[config.mk]
export PLATFORM = sky130hd
export DESIGN_NAME = sync_fifo_pro
export DESIGN_NICKNAME = d
export VERILOG_FILES = /design/src/rtl/sync_fifo_pro.sv
export SDC_FILE = /design/constraint.sdc
export NUM_CORES = 1
export LEC_CHECK = 0
export CORE_MARGIN = 3
export CORE_UTILIZATION = 34
export DETAILED_ROUTE_END_ITERATION = 10
export GPL_TIMING_DRIVEN = 0
export PLACE_DENSITY = 0.48
export SETUP_SLACK_MARGIN = 0.1
export SLEW_MARGIN = 20
export SYNTH_ARGS = -nofsm -noshare
export SYNTH_HDL_FRONTEND = slang
export SYNTH_SLANG_ARGS = --single-unit
[constraint.sdc]
create_clock -name clk -period 3.8 [get_ports clk]
set_input_delay 0.57 -clock clk [delete_from_list [all_inputs] [get_ports clk]]
set_output_delay 0.57 -clock clk [all_outputs]
set_load 0.03 [all_outputs]
[src/rtl/sync_fifo_pro.sv]
// Single-clock FIFO with arbitrary depth, programmable almost-full/empty thresholds,
// registered status pulses, flush, and selectable standard or first-word-fall-through read.
module sync_fifo_pro #(
    parameter int FIFO_WIDTH = 8,
    parameter int FIFO_DEPTH = 16,
    parameter int FWFT       = 0,
    localparam int AW = (FIFO_DEPTH <= 2) ? 1 : $clog2(FIFO_DEPTH),
    localparam int CW = $clog2(FIFO_DEPTH + 1)
) (
    input  logic                  clk,
    input  logic                  rst_n,
    input  logic [FIFO_WIDTH-1:0] data_in,
    input  logic                  wr_en,
    input  logic                  rd_en,
    input  logic                  flush,
    input  logic [CW-1:0]         af_thresh,
    input  logic [CW-1:0]         ae_thresh,
    output logic [FIFO_WIDTH-1:0] data_out,
    output logic                  valid,
    output logic                  wr_ack,
    output logic                  overflow,
    output logic                  underflow,
    output logic                  full,
    output logic                  empty,
    output logic                  almostfull,
    output logic                  almostempty,
    output logic [CW-1:0]         count
);

    logic [FIFO_WIDTH-1:0] mem [FIFO_DEPTH];

    logic [AW-1:0] wr_ptr_q, wr_ptr_d;
    logic [AW-1:0] rd_ptr_q, rd_ptr_d;
    logic [CW-1:0] count_q, count_d;
    logic          wr_ack_q, overflow_q, underflow_q;
    logic          rd_acc, wr_acc;

    assign full        = (count_q == CW'(FIFO_DEPTH));
    assign empty       = (count_q == '0);
    assign almostfull  = (count_q >= af_thresh);
    assign almostempty = (count_q <= ae_thresh);
    assign count       = count_q;
    assign wr_ack      = wr_ack_q;
    assign overflow    = overflow_q;
    assign underflow   = underflow_q;

    // A read frees a slot in the same cycle, so a full FIFO still accepts a write alongside it.
    always_comb begin
        rd_acc   = rd_en && !empty && !flush;
        wr_acc   = wr_en && !flush && (!full || rd_acc);
        wr_ptr_d = wr_ptr_q;
        rd_ptr_d = rd_ptr_q;
        count_d  = count_q + CW'(wr_acc) - CW'(rd_acc);
        if (wr_acc) begin
            wr_ptr_d = (wr_ptr_q == AW'(FIFO_DEPTH - 1)) ? '0 : wr_ptr_q + 1'b1;
        end
        if (rd_acc) begin
            rd_ptr_d = (rd_ptr_q == AW'(FIFO_DEPTH - 1)) ? '0 : rd_ptr_q + 1'b1;
        end
        if (flush) begin
            wr_ptr_d = '0;
            rd_ptr_d = '0;
            count_d  = '0;
        end
    end

    always_ff @(posedge clk or negedge rst_n) begin
        if (!rst_n) begin
            wr_ptr_q    <= '0;
            rd_ptr_q    <= '0;
            count_q     <= '0;
            wr_ack_q    <= 1'b0;
            overflow_q  <= 1'b0;
            underflow_q <= 1'b0;
        end else begin
            wr_ptr_q    <= wr_ptr_d;
            rd_ptr_q    <= rd_ptr_d;
            count_q     <= count_d;
            wr_ack_q    <= wr_acc;
            overflow_q  <= wr_en && !wr_acc && !flush;
            underflow_q <= rd_en && empty && !flush;
        end
    end

    // Storage carries no reset so it maps onto RAM primitives.
    always_ff @(posedge clk) begin
        if (wr_acc) begin
            mem[wr_ptr_q] <= data_in;
        end
    end

    generate
        if (FWFT == 0) begin : g_std
            logic [FIFO_WIDTH-1:0] dout_q;
            logic                  valid_q;

            always_ff @(posedge clk or negedge rst_n) begin
                if (!rst_n) begin
                    dout_q  <= '0;
                    valid_q <= 1'b0;
                end else begin
                    valid_q <= rd_acc;
                    if (rd_acc) begin
                        dout_q <= mem[rd_ptr_q];
                    end
                end
            end

            assign data_out = dout_q;
            assign valid    = valid_q;
        end else begin : g_fwft
            // Head word is always presented; a pop simply advances the read pointer.
            assign data_out = mem[rd_ptr_q];
            assign valid    = !empty;
        end
    endgenerate

endmodule

==> results of run 1 <==
path summary, 6_finish.rpt:
path | slack (ns) | endpoint | startpoint | cells past startpoint
setup / recovery | 0.44 | almostempty | ae_thresh[1] | 9
hold / removal | 0.15 | count[0]$_DFF_PN0_ | rst_n | 1
setup reg to reg | 0.91 | count[4]$_DFF_PN0_ | count[2]$_DFF_PN0_ | 15
hold reg to reg | 0.50 | data_out[5]$_DFFE_PN0P_ | data_out[5]$_DFFE_PN0P_ | 2
max in group asynchronous | 3.25 | rd_ptr_q[3]$_DFFE_PN0P_ | rst_n | 1
min in group clk | 0.50 | data_out[5]$_DFFE_PN0P_ | data_out[5]$_DFFE_PN0P_ | 2
cell families after synthesis:
group | after synthesis
AND/OR/NAND/NOR | 71
buffers and inverters | 37
XOR/XNOR | 6
flip-flops | 153
adder cells (fa/ha/maj) | 21
multiplexers | 48
AO/OA/AOI/OAI | 58
registers in the layout (all words and copies together) (netlist names):
signal / flops
overflow: 1
rd_ptr_q: 4
valid: 1
count: 5
wr_ack: 1
mem: 128
wr_ptr_q: 4
underflow: 1
data_out: 8
area by class of cell:
class,count,area (sq um)
clock buffer,20,437
clock inverter,12,128
tap,229,287
timing repair buffer,44,433
inverter,20,77.6
sequential,153,4470
multi-input combinational,204,1820
fill,1663,10500
buffer,17,81.3
through the flow:
stage	instances	util, %	total power (uW)
finish	699	42.3	4820
global route	699	42.3	5070
CTS	699	42.3	4890
detailed placement	667	39.2	3270
global placement	666	39.1	3260
floorplan	394	-	2830
cell usage in the layout (no fill, tap or decap), types with 2 or more instances in the layout:
| master | synthesis | routed |
|---|---|---|
| edfxtp_1 | 128 | 128 |
| clkdlybuf4s50_1 | 0 | 42 |
| clkbuf_1 | 6 | 9 |
| nor2b_1 | 7 | 7 |
| o21ai_0 | 3 | 3 |
| mux4_2 | 16 | 16 |
| bufinv_16 | 0 | 2 |
| buf_1 | 4 | 4 |
| o31ai_1 | 2 | 2 |
| mux2i_1 | 32 | 32 |
| o21a_1 | 3 | 3 |
| buf_4 | 1 | 2 |
| and2_1 | 10 | 10 |
| clkinvlp_4 | 0 | 2 |
| clkinv_1 | 0 | 2 |
| dfrtp_1 | 25 | 25 |
| a21o_1 | 3 | 3 |
| buf_2 | 5 | 6 |
| clkbuf_16 | 0 | 17 |
| nand3_1 | 6 | 6 |
| a22oi_1 | 24 | 24 |
| nor2_1 | 19 | 19 |
| ha_1 | 20 | 20 |
| nand2b_1 | 4 | 4 |
| clkinv_4 | 0 | 4 |
| clkinv_2 | 0 | 2 |
| nor3b_1 | 2 | 2 |
| a21oi_1 | 9 | 9 |
| xor2_1 | 3 | 3 |
| a32oi_1 | 8 | 8 |
| inv_1 | 19 | 19 |
| xnor2_1 | 3 | 3 |
| nor3_2 | 0 | 4 |
| nand2_1 | 13 | 13 |
worst reg2reg max path, delay by kind of cell (launching register included):
| kind | cells | cell delay, ns |
|---|---|---|
| xor gates and xnor gates | 1 | 0.12 |
| DFF | 1 | 0.44 |
| AOI/OAI and AO/OA | 2 | 0.28 |
| adders and majority gates | 3 | 0.81 |
| buffers and inverters | 2 | 0.30 |
| and+or+nand+nor | 7 | 0.82 |
routing by layer:
| metal | vias up | part of all wire (%) | track usage, % |
|---|---|---|---|
| li1 | 1652 | - | - |
| met1 | 1761 | 44 | 19.4 |
| met2 | 67 | 50 | 25.4 |
| met3 | 9 | 4.0 | 3.76 |
| met4 | 0 | 1.2 | 4.51 |
| met5 | - | 0 | 0 |
power by group through the flow:
stage	Clock [uW]	Combinational, uW	Sequential, uW
finish	1610	1210	2000
global route	1720	1320	2020
CTS	1650	1230	2010
detailed placement	0	1220	2040
global placement	0	1220	2040
floorplan	0	687	2140
==> flow_summary.yaml, run 1 <==
synthesis:
  synth_top_area_cell: "edfxtp_1"
  synthTopCellsByCount: "128 x edfxtp_1, 32 x mux2i_1, 25 x dfrtp_1"
  syn-num-nets: 438
  netlist_area_sq_mm: 0.00643
  synthAdderAreaFrac_pct: 4.20
  post-synth-top-count-cell: "edfxtp_1"
  ys_warn_count: 0
  synth_edf_count: 128
  synth_flop_cell: "edfxtp_1"
  netlist_instances: 394
  synth_top_family_by_area: "multiplexers"
  synth-xor-area-share_pct: 0.817
  synth_compound_area_share_pct: 6.56
  ys_seq_area_share_pct: 69.5
  ys_top_cells_by_area: "edfxtp_1 60%, dfrtp_1 9.7%, mux4_2 5.6%"
  synth_cell_types: 42
  synthSimpleGateAreaFrac_pct: 5.88
  syn_area_per_cell_sq_um: 16.3
  ys_ff_latch: 153
  yosys-mux-area-fraction_pct: 10.6
  synthArstFlopShare_pct: 16.3
  synth_top_area_share_pct: 59.8
sta:
  clock-skew-final_ns: 0.00941
  rsz0062_at_grt: "no"
  fin_crit_ns: 3.36
  worst_slew_pin_slew_ns: 0.917
  fin_hold_ws_ns: 0.151
  tns_ns: 0
  finalCritPeriodShare_pct: 88.6
  drv_slew: 0
  setup_viol: 0
  slew_headroom_pct: 38.6
  fmax_ghz: 0.297
  worst_slack_ns: 0.435
  hold_viol_final: 0
cts:
  clk_pin_slew_worst_paths_ns: 0.06
  cts_max_path_buffers: 2
  cts_inserted_buffers: 17
  htree_levels: 4
  postCtsResizedCells: 0
  root_buffer: "clkbuf_16"
  clock-sinks: 153
  cts_setup_buffers: 0
  hold_buffers: 0
  tritoncts: "yes"
  clk-insertion-delay-late_ns: 0.42
power:
  comb_power_share_pct: 25.0
  power_leakage_uw: 0.00267
  p_clk_share_pct: 33.4
  p_per_area_mw_per_mm2: 623
  power.switching_uw: 1420
  pwr-share-seq_pct: 41.6
  ir_worst_vdd_uv: 362
  swShare_pct: 29.4
  intPower_uw: 3410
die:
  die_area_sq_mm: 0.0206
  die_w_um: 144
  start_util_pct: 35.2
  rows: 49
  core_area_sq_mm: 0.0183
  top_level_ports: 44
  die_y_um: 144
outcome:
  status: "finished clean"
worst_setup_path:
  cp.required_ns: 3.23
  crit_arrival_ns: 2.79
  worstSetupStartpointType: "input port"
  worstSetupPathType: "in2out"
  critPathSlowestCell: "clkdlybuf4s50_1"
  path_buf_inv: 3
  cp_max_fo: 2
  cpLargestDelayFamily: "buffers and inverters"
  cp_cell_sequence: "clkdlybuf4s50_1 -> inv_1 -> ha_1 -> nor2b_1 -> o21a_1 -> o21a_1 -> o21a_1 -> o22ai_1 -> clkdlybuf4s50_1"
  cp_common_cell: "o21a_1"
  critical-path-max-stage-delay_ns: 0.69
  endpoint_kind: "output port"
detailed_routing:
  vias: 3489
  firstDrtPassIters: 4
  remaining_drc_errors: 0
  initialDrtViolationCount: 173
  via_per_inst: 4.99
  drt-total-wl_um: 14600
  ant_nets: 0
  wl_per_cell_um: 20.9
grt:
  grt_pass1_wl_um: 22300
  grt_start_max_net_pins: 26
  grt_pass1_vias: 3707
  grtUsageTotal_pct: 15.1
  antenna_found_initial: 0
  overflow: 0
placed_design:
  dp_hpwl_um: 9720
  place_worst_setup_slack_ns: 0.440
  place_congestion: 0.765
  port_buffers: 43
  placed_cell_area_sq_mm: 0.00717
layout:
  layout-drive-gt1-share_pct: 13.0
  n_antenna_cell: 0
  nets: 501
  area_delta_synth_final_pct: 20.3
  fin_area_sq_mm: 0.00773
flow_run:
  cap_violations: 0
min_path:
  hold_path.class: "in2async"
Note: power is estimated with default switching activity, not from simulation.
==> inputs of run 2 (changes only) <==
Settings changed: ABC_AREA set to 1.
==> run 2 against run 1 <==
Sequential power is essentially flat; synthesized cell count grew 80%; global-route usage grew 1.7 points; clock skew shrank 0.0036 ns; maximum frequency grew 8.7%; register-to-register slack gained 0.17 ns; clock-buffer cell count grew 4; critical path type unchanged; largest power group unchanged.
==> flow_summary.yaml, run 2 <==
synthesis:
  netlist_area_sq_mm: 0.00709
  synth_top_area_share_pct: 54.2
  post-synth-top-count-cell: "nand2_1"
  netlist_instances: 709
  synth_top_area_cell: "edfxtp_1"
  ys_seq_area_share_pct: 63.0
  ys_warn_count: 0
  synthTopCellsByCount: "213 x nand2_1, 128 x edfxtp_1, 122 x inv_1"
  synthArstFlopShare_pct: 16.3
  ys_top_cells_by_area: "edfxtp_1 54%, nand2_1 11%, dfrtp_1 8.8%"
  synth_cell_types: 28
  synth_flop_cell: "edfxtp_1"
  synth_edf_count: 128
  syn_area_per_cell_sq_um: 10.0
  syn-num-nets: 753
  ys_ff_latch: 153
grt:
  groute.layer.met3.usage_pct: 4.43
  grt_pass1_wl_um: 28000
  gr-usage-met1_pct: 22.2
  busiest_layer: "met2"
  grt_pass1_vias: 4982
  grtUsageTotal_pct: 16.8
  grt_start_max_net_pins: 26
  overflow: 0
  grt_use_met2_pct: 27.3
  antenna_found_initial: 0
layout:
  n_antenna_cell: 0
  largest_register_ffs: 128
  fin_area_sq_mm: 0.00851
  area_delta_synth_final_pct: 19.9
  layout_commonest_cell: "nand2_1"
  largest-register: "mem"
  fillers: 1926
  final_cell_mix: "213 x nand2_1, 128 x edfxtp_1, 122 x inv_1"
  nets: 819
  layout-drive-gt1-share_pct: 10.8
worst_setup_path:
  crit_arrival_ns: 2.53
  worstSetupPathType: "in2out"
  cp.required_ns: 3.23
  r2r.worst_path.cells: 15
  endpoint_kind: "output port"
  cp_max_fo: 2
  worstSetupStartpointType: "input port"
  worstReg2RegEnd: "count[4]$_DFF_PN0_"
  rrSetupSlack_ns: 1.08
  r2r-start: "count[3]$_DFF_PN0_"
die:
  top_level_ports: 44
  start_util_pct: 34.8
  die_area_sq_mm: 0.0226
  die_w_um: 150
  rows: 52
  die_y_um: 150
  core_area_sq_mm: 0.0204
cts:
  clk_pin_slew_worst_paths_ns: 0.06
  cts_max_path_buffers: 2
  htree_levels: 4
  root_buffer: "clkbuf_16"
  clk-insertion-delay-late_ns: 0.42
  tritoncts: "yes"
  hold_buffers: 0
  clock-sinks: 153
  cts_setup_buffers: 0
  cts_inserted_buffers: 17
  postCtsResizedCells: 0
sta:
  hold_viol_final: 0
  tns_ns: 0
  clock-skew-final_ns: 0.00584
  worst_slew_pin_slew_ns: 0.901
  drv_slew: 0
  setup_viol: 0
  fin_crit_ns: 3.10
  worst_slack_ns: 0.704
  rsz0062_at_grt: "no"
  fmax_ghz: 0.323
  slew_headroom_pct: 39.7
  finalCritPeriodShare_pct: 81.5
flow_run:
  cap_violations: 0
placed_design:
  place_worst_setup_slack_ns: 0.665
  place_congestion: 0.879
  port_buffers: 43
  dp_hpwl_um: 12500
  placed_cell_area_sq_mm: 0.00797
detailed_routing:
  initialDrtViolationCount: 311
  wl_per_cell_um: 17.0
  vias: 4968
  drt-total-wl_um: 18000
  remaining_drc_errors: 0
  via_per_inst: 4.70
  ant_nets: 0
  firstDrtPassIters: 4
min_path:
  hold_path.class: "in2async"
outcome:
  status: "finished clean"
power:
  p_per_area_mw_per_mm2: 601
  power_uw: 5110
  power_leakage_uw: 0.00367
  ir_worst_vdd_uv: 326
run 2: cell count changes after synthesis, moves of 10 or more:
cell     change
inv_2       +10
mux4_2      -16
nor3_1      +15
and2_1      -10
nand3_1     +95
buf_6       +10
inv_1      +103
a22oi_1     -24
nand2_1    +200
mux2i_1     -32
nor2_1      -13
run 2: worst max-delay path by stage:
| stage | startpoint | to | slack [ns] | cells past startpoint |
|---|---|---|---|---|
| 6_report | af_thresh[3] | almostfull | 0.70 | 6 |
| 3_5_place_dp | af_thresh[3] | almostfull | 0.67 | 6 |
| 2_1_floorplan | count[3]$_DFF_PN0_ | count[4]$_DFF_PN0_ | 0.89 | 14 |
| 3_3_place_gp | flush | mem[6][2]$_DFFE_PP_ | 0.55 | 5 |
| 5_1_grt | af_thresh[4] | almostfull | 0.62 | 6 |
| 4_1_cts | af_thresh[3] | almostfull | 0.66 | 6 |
run 2: where the power goes:
part	leakage (uW)	switching (uW)	internal [uW]
clock	0.000263	644	898
sequential	0.00148	72.7	1920
combinational	0.00192	1000	573
run 2: layer usage:
| metal | up-vias | part of all wire, % |
|---|---|---|
| li1 | 2434 | - |
| met1 | 2411 | 46 |
| met2 | 105 | 47 |
| met3 | 18 | 4.9 |
| met4 | 0 | 1.7 |
| met5 | - | 0 |
run 2: cell type report:
class                      instances  area (sq um)  area share (%)
buffer                            28           210            2.47
clock buffer                      24           492            5.78
clock inverter                     8          47.5           0.559
inverter                         132           495            5.83
multi-input combinational        396          2000            23.5
sequential                       153          4470            52.5
tap                              270           338            3.97
timing repair buffer              47           455            5.35
run 2: critical path, cell delays in order:
cell and delay, ns:
clkdlybuf4s50_1 0.46, inv_1 0.05, ha_1 0.29, nand2_1 0.07, o311ai_0 0.34, clkdlybuf4s50_1 0.74
run 2: through the flow:
step / hold WS (ns) / util (%) / instances
floorplan: 0.274 / - / 709
global placement: 0.466 / 38.6 / 1022
detailed placement: 0.467 / 39.1 / 1026
CTS: 0.157 / 41.8 / 1058
global route: 0.179 / 41.8 / 1058
finish: 0.142 / 41.8 / 1058
run 2: logic make-up after synthesis:
logic type / synth area share (%)
and+or+nand+nor: 20.4
buffers and inverters: 9.95
DFF: 63.0
AOI/OAI and AO/OA: 2.35
adders and majority gates: 3.81
xor gates and xnor gates: 0.494
